## config.mk

```make
export PLATFORM = sky130hd
export DESIGN_NAME = pipe_ctrl
export DESIGN_NICKNAME = d
export VERILOG_FILES = /design/src/rtl/pipe_ctrl.sv
export SDC_FILE = /design/constraint.sdc
export NUM_CORES = 1
export LEC_CHECK = 0
export ABC_AREA = 1
export ABC_CLOCK_PERIOD_IN_PS = 1700
export CAP_MARGIN = 25
export CORE_MARGIN = 2
export CORE_UTILIZATION = 50
export DETAILED_ROUTE_END_ITERATION = 10
export GPL_TIMING_DRIVEN = 0
export PLACE_DENSITY = 0.81
export RECOVER_POWER = 25
export SYNTH_ARGS = -nofsm -noshare
export SYNTH_HDL_FRONTEND = slang
export SYNTH_SLANG_ARGS = --single-unit
```

## constraint.sdc

```tcl
create_clock -name clk -period 1.7 [get_ports clk]
set_input_delay 0.17 -clock clk [delete_from_list [all_inputs] [get_ports clk]]
set_output_delay 0.17 -clock clk [all_outputs]
set_load 0.005 [all_outputs]
```

## src/rtl/pipe_ctrl.sv

```systemverilog
// Pipeline hazard/interrupt controller: load-use stalls, branch flushes, drained interrupt injection.
// Latency: stall/flush/inject outputs are combinational (0 cycles); FSM, drain counter, stall counter registered.
// Backpressure: none; a load-use hazard holds PC and IF/ID for one cycle, and DRAIN holds PC for DRAIN_CYCLES cycles.
module pipe_ctrl #(
    parameter int unsigned DRAIN_CYCLES = 3,
    parameter int unsigned CNT_W        = 16
) (
    input  logic             clk,
    input  logic             rst,
    input  logic             interrupt,
    input  logic [3:0]       id_rs1,
    input  logic [3:0]       id_rs2,
    input  logic             branch_sel,
    input  logic             ex_mem_rd,
    input  logic [3:0]       ex_reg_dst,
    input  logic             ex_returni,
    output logic             pc_stall,
    output logic             if_id_stall,
    output logic             if_id_flush,
    output logic             id_ex_flush,
    output logic             int_inject,
    output logic             int_active,
    output logic [CNT_W-1:0] stall_count
);

    typedef enum logic [1:0] {
        IDLE   = 2'd0,
        DRAIN  = 2'd1,
        INJECT = 2'd2,
        ISR    = 2'd3
    } state_t;

    // Three bits cover the whole legal DRAIN_CYCLES range of 1..7.
    localparam int unsigned      DC_W       = 3;
    localparam logic [DC_W-1:0]  DRAIN_LOAD = DC_W'(DRAIN_CYCLES - 1);
    localparam logic [CNT_W-1:0] CNT_MAX    = '1;

    state_t            state_q, state_d;
    logic [DC_W-1:0]   drain_cnt_q, drain_cnt_d;
    logic [CNT_W-1:0]  stall_count_q, stall_count_d;

    logic hazard_window;
    logic load_use;
    logic branch_take;
    logic in_drain;
    logic in_inject;

    // Hazard decode: only meaningful while normal instructions flow (IDLE or ISR);
    // a load-use hazard masks the branch because the held ID instruction re-presents it.
    always_comb begin
        hazard_window = (state_q == IDLE) || (state_q == ISR);
        load_use      = hazard_window && ex_mem_rd &&
                        ((ex_reg_dst == id_rs1) || (ex_reg_dst == id_rs2));
        branch_take   = hazard_window && branch_sel && !load_use;
        in_drain      = (state_q == DRAIN);
        in_inject     = (state_q == INJECT);
    end

    // Next-state logic for the interrupt sequencer, drain counter and stall counter.
    always_comb begin
        state_d       = state_q;
        drain_cnt_d   = drain_cnt_q;
        stall_count_d = stall_count_q;

        case (state_q)
            IDLE: begin
                // Only start draining on a quiet cycle so a pending stall or flush completes first.
                if (interrupt && !load_use && !branch_sel) begin
                    state_d     = DRAIN;
                    drain_cnt_d = DRAIN_LOAD;
                end
            end
            DRAIN: begin
                if (drain_cnt_q == '0) begin
                    state_d = INJECT;
                end else begin
                    drain_cnt_d = drain_cnt_q - DC_W'(1);
                end
            end
            INJECT: begin
                state_d = ISR;
            end
            ISR: begin
                // Interrupt is masked here; only returni leaves the handler.
                if (ex_returni) begin
                    state_d = IDLE;
                end
            end
            default: begin
                state_d = IDLE;
            end
        endcase

        if (load_use && (stall_count_q != CNT_MAX)) begin
            stall_count_d = stall_count_q + CNT_W'(1);
        end
    end

    // Register state; synchronous reset drops any sequence in flight.
    always_ff @(posedge clk) begin
        if (rst) begin
            state_q       <= IDLE;
            drain_cnt_q   <= '0;
            stall_count_q <= '0;
        end else begin
            state_q       <= state_d;
            drain_cnt_q   <= drain_cnt_d;
            stall_count_q <= stall_count_d;
        end
    end

    // Pipeline control outputs, forced low while reset is asserted.
    always_comb begin
        pc_stall    = !rst && (load_use || in_drain);
        if_id_stall = !rst && load_use;
        id_ex_flush = !rst && load_use;
        if_id_flush = !rst && (branch_take || in_drain);
        int_inject  = !rst && in_inject;
        int_active  = !rst && (state_q != IDLE);
        stall_count = rst ? '0 : stall_count_q;
    end

endmodule

```

==> impl_metrics.csv, run 1 <==
group,metric,value,unit
timing,setup_ws,-0.0307,ns
power,power_frac_comb,47.8,%
clocking,cts_hold_buf,0,
worst_hold_path,holdPathEnd,"stall_count_q[6]$_SDFFE_PP0P_",
grt,grt_pass1_vias,1650,
floorplan,die_w,61.5,um
synthesis,synthTopCellsByCount,"nand2_1 (73), inv_1 (41), nor2_1 (36), nand3_1 (30), dfxtp_1 (21)",
timing,finalMaxSlewViolations,0,
power,p_leak,1.08,nW
timing,fmax,578,MHz
grt,grt_max_degree,12,
timing,hold_ws,0.147,ns
floorplan,die_h,61.5,um
place,place_congestion,0.934,
power,peakVddDrop,0.000414,V
routing,drt_iter0_markers,101,
setup_path,cp.required,1.53,ns
routing,ant_nets,0,
setup_path,path_cells,"inv_2 > ha_4 > inv_2 > nand2_2 > inv_2 > nand2_4 > inv_4 > buf_8 > o21ai_2 > buf_2",
timing,maxSlewHeadroom,64.4,%
clocking,clock-sinks,21,
setup_path,reg2reg_to,"stall_count_q[9]$_SDFFE_PP0P_",
final_layout,area_growth,38.0,%
setup_path,crit_slowest_cell,"dfxtp_2",
synthesis,synth_edf_count,0,
final_layout,layout.nets,352,
synthesis,seq_area_frac_synth,25.4,%
synthesis,synth.most_common_cell,"nand2_1",
setup_path,reg2reg_from,"state_q[1]$_SDFFE_PP0P_",
synthesis,syn-instance-count,270,
floorplan,core,3100,sq um
timing,post-route-period-util,102,%
floorplan,io_pins,40,
timing,min_period,1.73,ns
timing,setup_violations,1,
power,p_int,0.000986,W
setup_path,r2r_setup_slack,0.12,ns
synthesis,syn_area,1650,sq um
timing,rsz0062_at_grt,"true",
setup_path,cp_common_cell,"inv_2",
power,cellPowerDensity,695,nW/um^2
setup_path,reg2regPathDepth,12,
synthesis,syn_avg_cell_area,6.12,sq um
timing,hold_viol,0,
grt,antenna_found_initial,0,
synthesis,synth_flop_cell,"dfxtp_1",
worst_hold_path,hold_depth,2,
synthesis,async_reset_ff_share,0,%
routing,drc,0,
job,drv_cap,0,
synthesis,yosysUniqueCellTypes,24,
power,p_switching,0.000599,W
synthesis,syn_nets,295,
place,placedCellCount,352,
clocking,clk_pin_slew,0.12,ns
grt,grt_pass1_wl,7.17,mm
synthesis,synth-warning-count,0,
final_layout,n_antenna_cell,0,
setup_path,crit_fanout,4,
routing,wirelength,4.31,mm
clocking,cts_root_buf,"clkbuf_4",
clocking,clk_latency,0.31,ns
synthesis,synth_top_area_share,25.4,%
timing,worst_slew_pin_slew,0.535,ns
grt,grt_usage,25.0,%
routing,vias,1803,
routing,drtPass1Iterations,4,
floorplan,start_util,53.3,%
clocking,cts_max_level,1,
synthesis,yosysTopAreaCell,"dfxtp_1",
synthesis,synth_area_leaders,"dfxtp_1 (25%), nand2_1 (17%), inv_1 (9.3%)",
floorplan,rows,20,
routing,wl_per_cell,11.6,um
worst_hold_path,min-delay-start,"rst",
final_layout,drive_gt1_share,18.7,%
setup_path,worstSetupPathType,"reg -> out",
place,port_buffers,38,
final_layout,post_layout_nonfiller_instances,370,
routing,avgViaCountPerCell,4.87,
setup_path,cp-start-kind,"flop",
clocking,numCtsBuffers,3,
power,switching_share,37.8,%
clocking,cts_buffer_depth,2,
place,dp_hpwl,3.06,mm
floorplan,fp.dieArea,3780,sq um
run_status,violations,"setup timing",
setup_path,end_kind,"output pin",
power,p_clk_share,16.0,%
synthesis,synth-seq-cells,21,
setup_path,slowest_delay,0.36,ns
setup_path,arrival,1.56,ns
clocking,cts_tree,"yes",
power,seq_power_share,36.1,%
worst_hold_path,worstHoldPathType,"in -> reg",
grt,grt_overflow_total,0,
run_status,status,"finished, violations left",
timing,fin_worst_skew,0.00185,ns
## through the flow
stage | area [sq um] | power (W) | utilization (%) | TNS [ns] | setup WS [ns]
final | 2280 | 0.00158 | 73.5 | -0.0307 | -0.0307
after global routing | 2280 | 0.00169 | 73.5 | -0.162 | -0.104
after CTS | 2210 | 0.00152 | 71.3 | -0.0668 | -0.0336
after detailed placement | 2090 | 0.00114 | 67.3 | -5.53 | -0.659
after global placement | 2090 | 0.00113 | 67.3 | -5.01 | -0.653
after floorplan | 1650 | 0.000963 | - | 0 | 0.145
## timing repair
item,in CTS,in global routing
pin swaps,5,2
setup endpoints to repair,26,37
buffers inserted,10,4
resized for setup,35,20
## sequential cells by signal, indices dropped and copies added (netlist names)
name / cells
drain_cnt_q: 3
state_q: 2
stall_count_q: 16
## cell type report
| cell class | count | area (sq um) |
|---|---|---|
| Buffer | 8 | 56.3 |
| Sequential cell | 21 | 428 |
| Tap cell | 44 | 55.1 |
| Clock buffer | 4 | 26.3 |
| Multi-Input combinational cell | 197 | 1080 |
| Timing Repair Buffer | 52 | 465 |
| Inverter | 44 | 168 |
| Fill cell | 283 | 822 |
## power by group through the flow
stage | registers (W) | logic (W) | clock network, W
2_1_floorplan | 0.000574 | 0.000390 | 0
3_3_place_gp | 0.000580 | 0.000553 | 0
3_5_place_dp | 0.000581 | 0.000563 | 0
4_1_cts | 0.000568 | 0.000692 | 0.000256
5_1_grt | 0.000579 | 0.000839 | 0.000275
6_report | 0.000573 | 0.000758 | 0.000254
## layer usage
metal	GRT usage, %	vias to the layer above	routed length (um)
li1	-	951	-
met1	33.1	802	1990
met2	43.3	42	2020
met3	4.62	8	240
met4	3.34	0	65
met5	0	-	0
## layout by cell type, fill, tap and decap left out
cell             count
a21oi_1             16
a21oi_2              4
a22oi_1              1
buf_1                1
buf_2                5
buf_4               15
buf_6                1
buf_8                1
clkbuf_1             2
clkbuf_2             2
clkbuf_4             3
clkdlybuf4s50_1     28
dfxtp_1             15
dfxtp_2              6
dlygate4sd2_1        4
dlymetal6s2s_1       2
ha_1                 4
ha_2                 1
ha_4                 2
inv_1               37
inv_2                6
inv_4                1
nand2_1             69
nand2_2              5
nand2_4              2
nand3_1             30
nand4_1              2
nand4_4              1
nor2_1              35
nor2_2               1
nor3_1               5
nor3_4               3
o21ai_1              1
o21ai_2              2
xor2_1              13
## how the worst max path moves through the flow
stage                                        startpoint                       endpoint  slack [ns]
after floorplan           stall_count_q[0]$_SDFFE_PP0P_  stall_count_q[4]$_SDFFE_PP0P_        0.14
after global placement                    ex_reg_dst[0]                    if_id_flush       -0.65
after detailed placement                  ex_reg_dst[0]                    if_id_flush       -0.66
after CTS                       state_q[0]$_SDFFE_PP0P_                    if_id_flush       -0.03
after global routing            state_q[0]$_SDFFE_PP0P_                    if_id_flush       -0.10
final                           state_q[1]$_SDFFE_PP0P_                    if_id_flush       -0.03
## logic make-up after synthesis
family | count (synthesis) | share of synthesized area [%]
xor+xnor | 13 | 6.89
fa+ha+maj | 7 | 5.30
simple gates | 153 | 41.4
compound gates | 24 | 8.33
buf+inv | 52 | 12.6
flops | 21 | 25.4
## critical path: cells and delay by family (launching register included)
kind	cells	cell delay, ns
AO/OA/AOI/OAI	1	0.10
AND/OR/NAND/NOR	2	0.13
buffers and inverters	6	0.39
flip-flops	1	0.36
adder cells (fa/ha/maj)	1	0.25
Note: power is estimated with default switching activity, not from simulation.
==> run 2, diff against run 1 <==
--- a/config.mk
+++ b/config.mk
@@ -14,6 +14,7 @@
 export GPL_TIMING_DRIVEN = 0
 export PLACE_DENSITY = 0.81
 export RECOVER_POWER = 25
+export SKIP_CTS_REPAIR_TIMING = 1
 export SYNTH_ARGS = -nofsm -noshare
 export SYNTH_HDL_FRONTEND = slang
 export SYNTH_SLANG_ARGS = --single-unit
==> run 2 against run 1 <==
The run still ends with setup timing left; sequential power increased by 2%; cell count decreased by 0.81%; core utilization increased by 0.65 points; sequential cell count unchanged; routed wire length decreased by 1.4%; critical endpoint unchanged; global-route usage decreased by 1.3 points; maximum frequency decreased by 4.7%; via count decreased by 1.2%; power decreased by 0.13%.
==> impl_metrics.csv, run 2 (synthesis gave the netlist of run 1 again) <==
group,metric,value,unit
routing,ant_nets,0,
clocking,cts_buffer_depth,2,
final_layout,fillCellCount,273,
timing,rsz0062_at_grt,"true",
final_layout,drive_gt1_share,16.7,%
setup_path,arrival,1.65,ns
final_layout,largest_reg_flops,16,
grt,grt_overflow_total,0,
place,placedCellCount,352,
floorplan,rows,20,
timing,hold_viol,0,
final_layout,area_growth,39.2,%
routing,wl_per_cell,11.6,um
final_layout,layout.nets,349,
setup_path,cp.required,1.53,ns
timing,finalMaxSlewViolations,0,
clocking,clk_latency,0.31,ns
routing,drc,0,
timing,setup_violations,2,
routing,vias,1781,
timing,fin_worst_skew,0.00148,ns
place,dp_hpwl,3.06,mm
place,place_ws,-0.659,ns
grt,antenna_found_initial,0,
timing,setup_ws,-0.116,ns
routing,avgViaCountPerCell,4.85,
power,peakVddDrop,0.000411,V
grt,grt_usage,23.6,%
timing,post-route-period-util,107,%
floorplan,fp.dieArea,3780,sq um
timing,setup_tns,-0.119,ns
final_layout,post_layout_nonfiller_instances,367,
worst_hold_path,worstHoldPathType,"in -> reg",
final_layout,finish.utilization,74.2,%
grt,grt_pass1_wl,6.81,mm
clocking,cts_max_level,1,
clocking,clock-sinks,21,
floorplan,io_pins,40,
setup_path,end_kind,"output pin",
final_layout,mostFrequentLayoutCells,"nand2_1 (69), inv_1 (37), nor2_1 (35)",
job,drv_cap,0,
run_status,violations,"setup timing",
final_layout,n_antenna_cell,0,
clocking,numCtsBuffers,3,
routing,drtPass1Iterations,4,
floorplan,core,3100,sq um
timing,fmax,551,MHz
routing,drt_iter0_markers,117,
grt,grt_max_degree,12,
floorplan,die_h,61.5,um
setup_path,cp-start-kind,"flop",
setup_path,crit_fanout,9,
place,port_buffers,38,
clocking,cts_tree,"yes",
timing,min_period,1.82,ns
clocking,clk_pin_slew,0.12,ns
clocking,cts_root_buf,"clkbuf_4",
floorplan,start_util,53.3,%
routing,wirelength,4.25,mm
run_status,status,"finished, violations left",
final_layout,final_common_cell,"nand2_1",
timing,worst_slew_pin_slew,0.517,ns
final_layout,reg.largest.list,"stall_count_q (16), drain_cnt_q (3), state_q (2)",
grt,grt_pass1_vias,1574,
power,p_leak,1.12,nW
timing,maxSlewHeadroom,65.6,%
final_layout,top_register,"stall_count_q",
place,place_congestion,0.934,
floorplan,die_w,61.5,um
power,cellPowerDensity,688,nW/um^2
setup_path,worstSetupPathType,"reg -> out",
[run 2: changes by cell type in the layout (fill, tap and decap cells not counted), sizes merged]
cell	before	now
buf	23	17
dlymetal6s2s	2	7
dlygate4sd2	4	0
clkbuf	7	9
[run 2: layout make-up]
class                           instances  area (sq um)  share of cell area, %
Inverter                               44           178                   7.72
Clock buffer                            4          26.3                   1.14
Multi-Input combinational cell        197          1080                   47.0
Sequential cell                        21           429                   18.7
Buffer                                  8          60.1                   2.61
Timing Repair Buffer                   49           472                   20.5
Tap cell                               44          55.1                   2.39
[run 2: final timing paths]
path,endpoint,cells past startpoint,slack (ns),from
worst min register to register,stall_count_q[8]$_SDFFE_PP0P_,2,0.48,stall_count_q[8]$_SDFFE_PP0P_
worst min-delay path,stall_count_q[6]$_SDFFE_PP0P_,2,0.26,rst
worst max-delay path,if_id_flush,10,-0.12,state_q[1]$_SDFFE_PP0P_
worst max register to register,stall_count_q[7]$_SDFFE_PP0P_,7,0.07,stall_count_q[0]$_SDFFE_PP0P_
[run 2: power breakdown]
| part | switching (W) | leakage, nW | internal [W] | total, W |
|---|---|---|---|---|
| clock | 0.000161 | 0.0150 | 0.0000918 | 0.000252 |
| combinational | 0.000406 | 0.931 | 0.000339 | 0.000745 |
| sequential | 0.0000411 | 0.173 | 0.000544 | 0.000585 |
| total | 0.000608 | 1.12 | 0.000975 | 0.00158 |
[run 2: layer usage]
metal  vias up  track usage (%)  share of wire (%)
li1        949                -                  -
met1       783             31.3                 47
met2        43             40.3                 47
met3         6             4.62                5.2
met4         0             4.26               0.94
met5         -                0                  0
[run 2: worst max-delay path, stage by stage (launching register included)]
cell,delay (ns)
dfxtp_4,0.40
inv_4,0.05
ha_4,0.26
inv_4,0.04
nand2_2,0.05
inv_2,0.04
nand2_4,0.10
inv_8,0.06
buf_8,0.12
o21ai_2,0.10
buf_2,0.12
[run 2: metrics by stage]
step / power, W / hold WS (ns) / instance area (sq um)
final: 0.00158 / 0.258 / 2300
after global routing: 0.00167 / 0.287 / 2300
after CTS: 0.00139 / 0.247 / 2110
after detailed placement: 0.00114 / 0.467 / 2090
after global placement: 0.00113 / 0.466 / 2090
after floorplan: 0.000963 / 0.452 / 1650
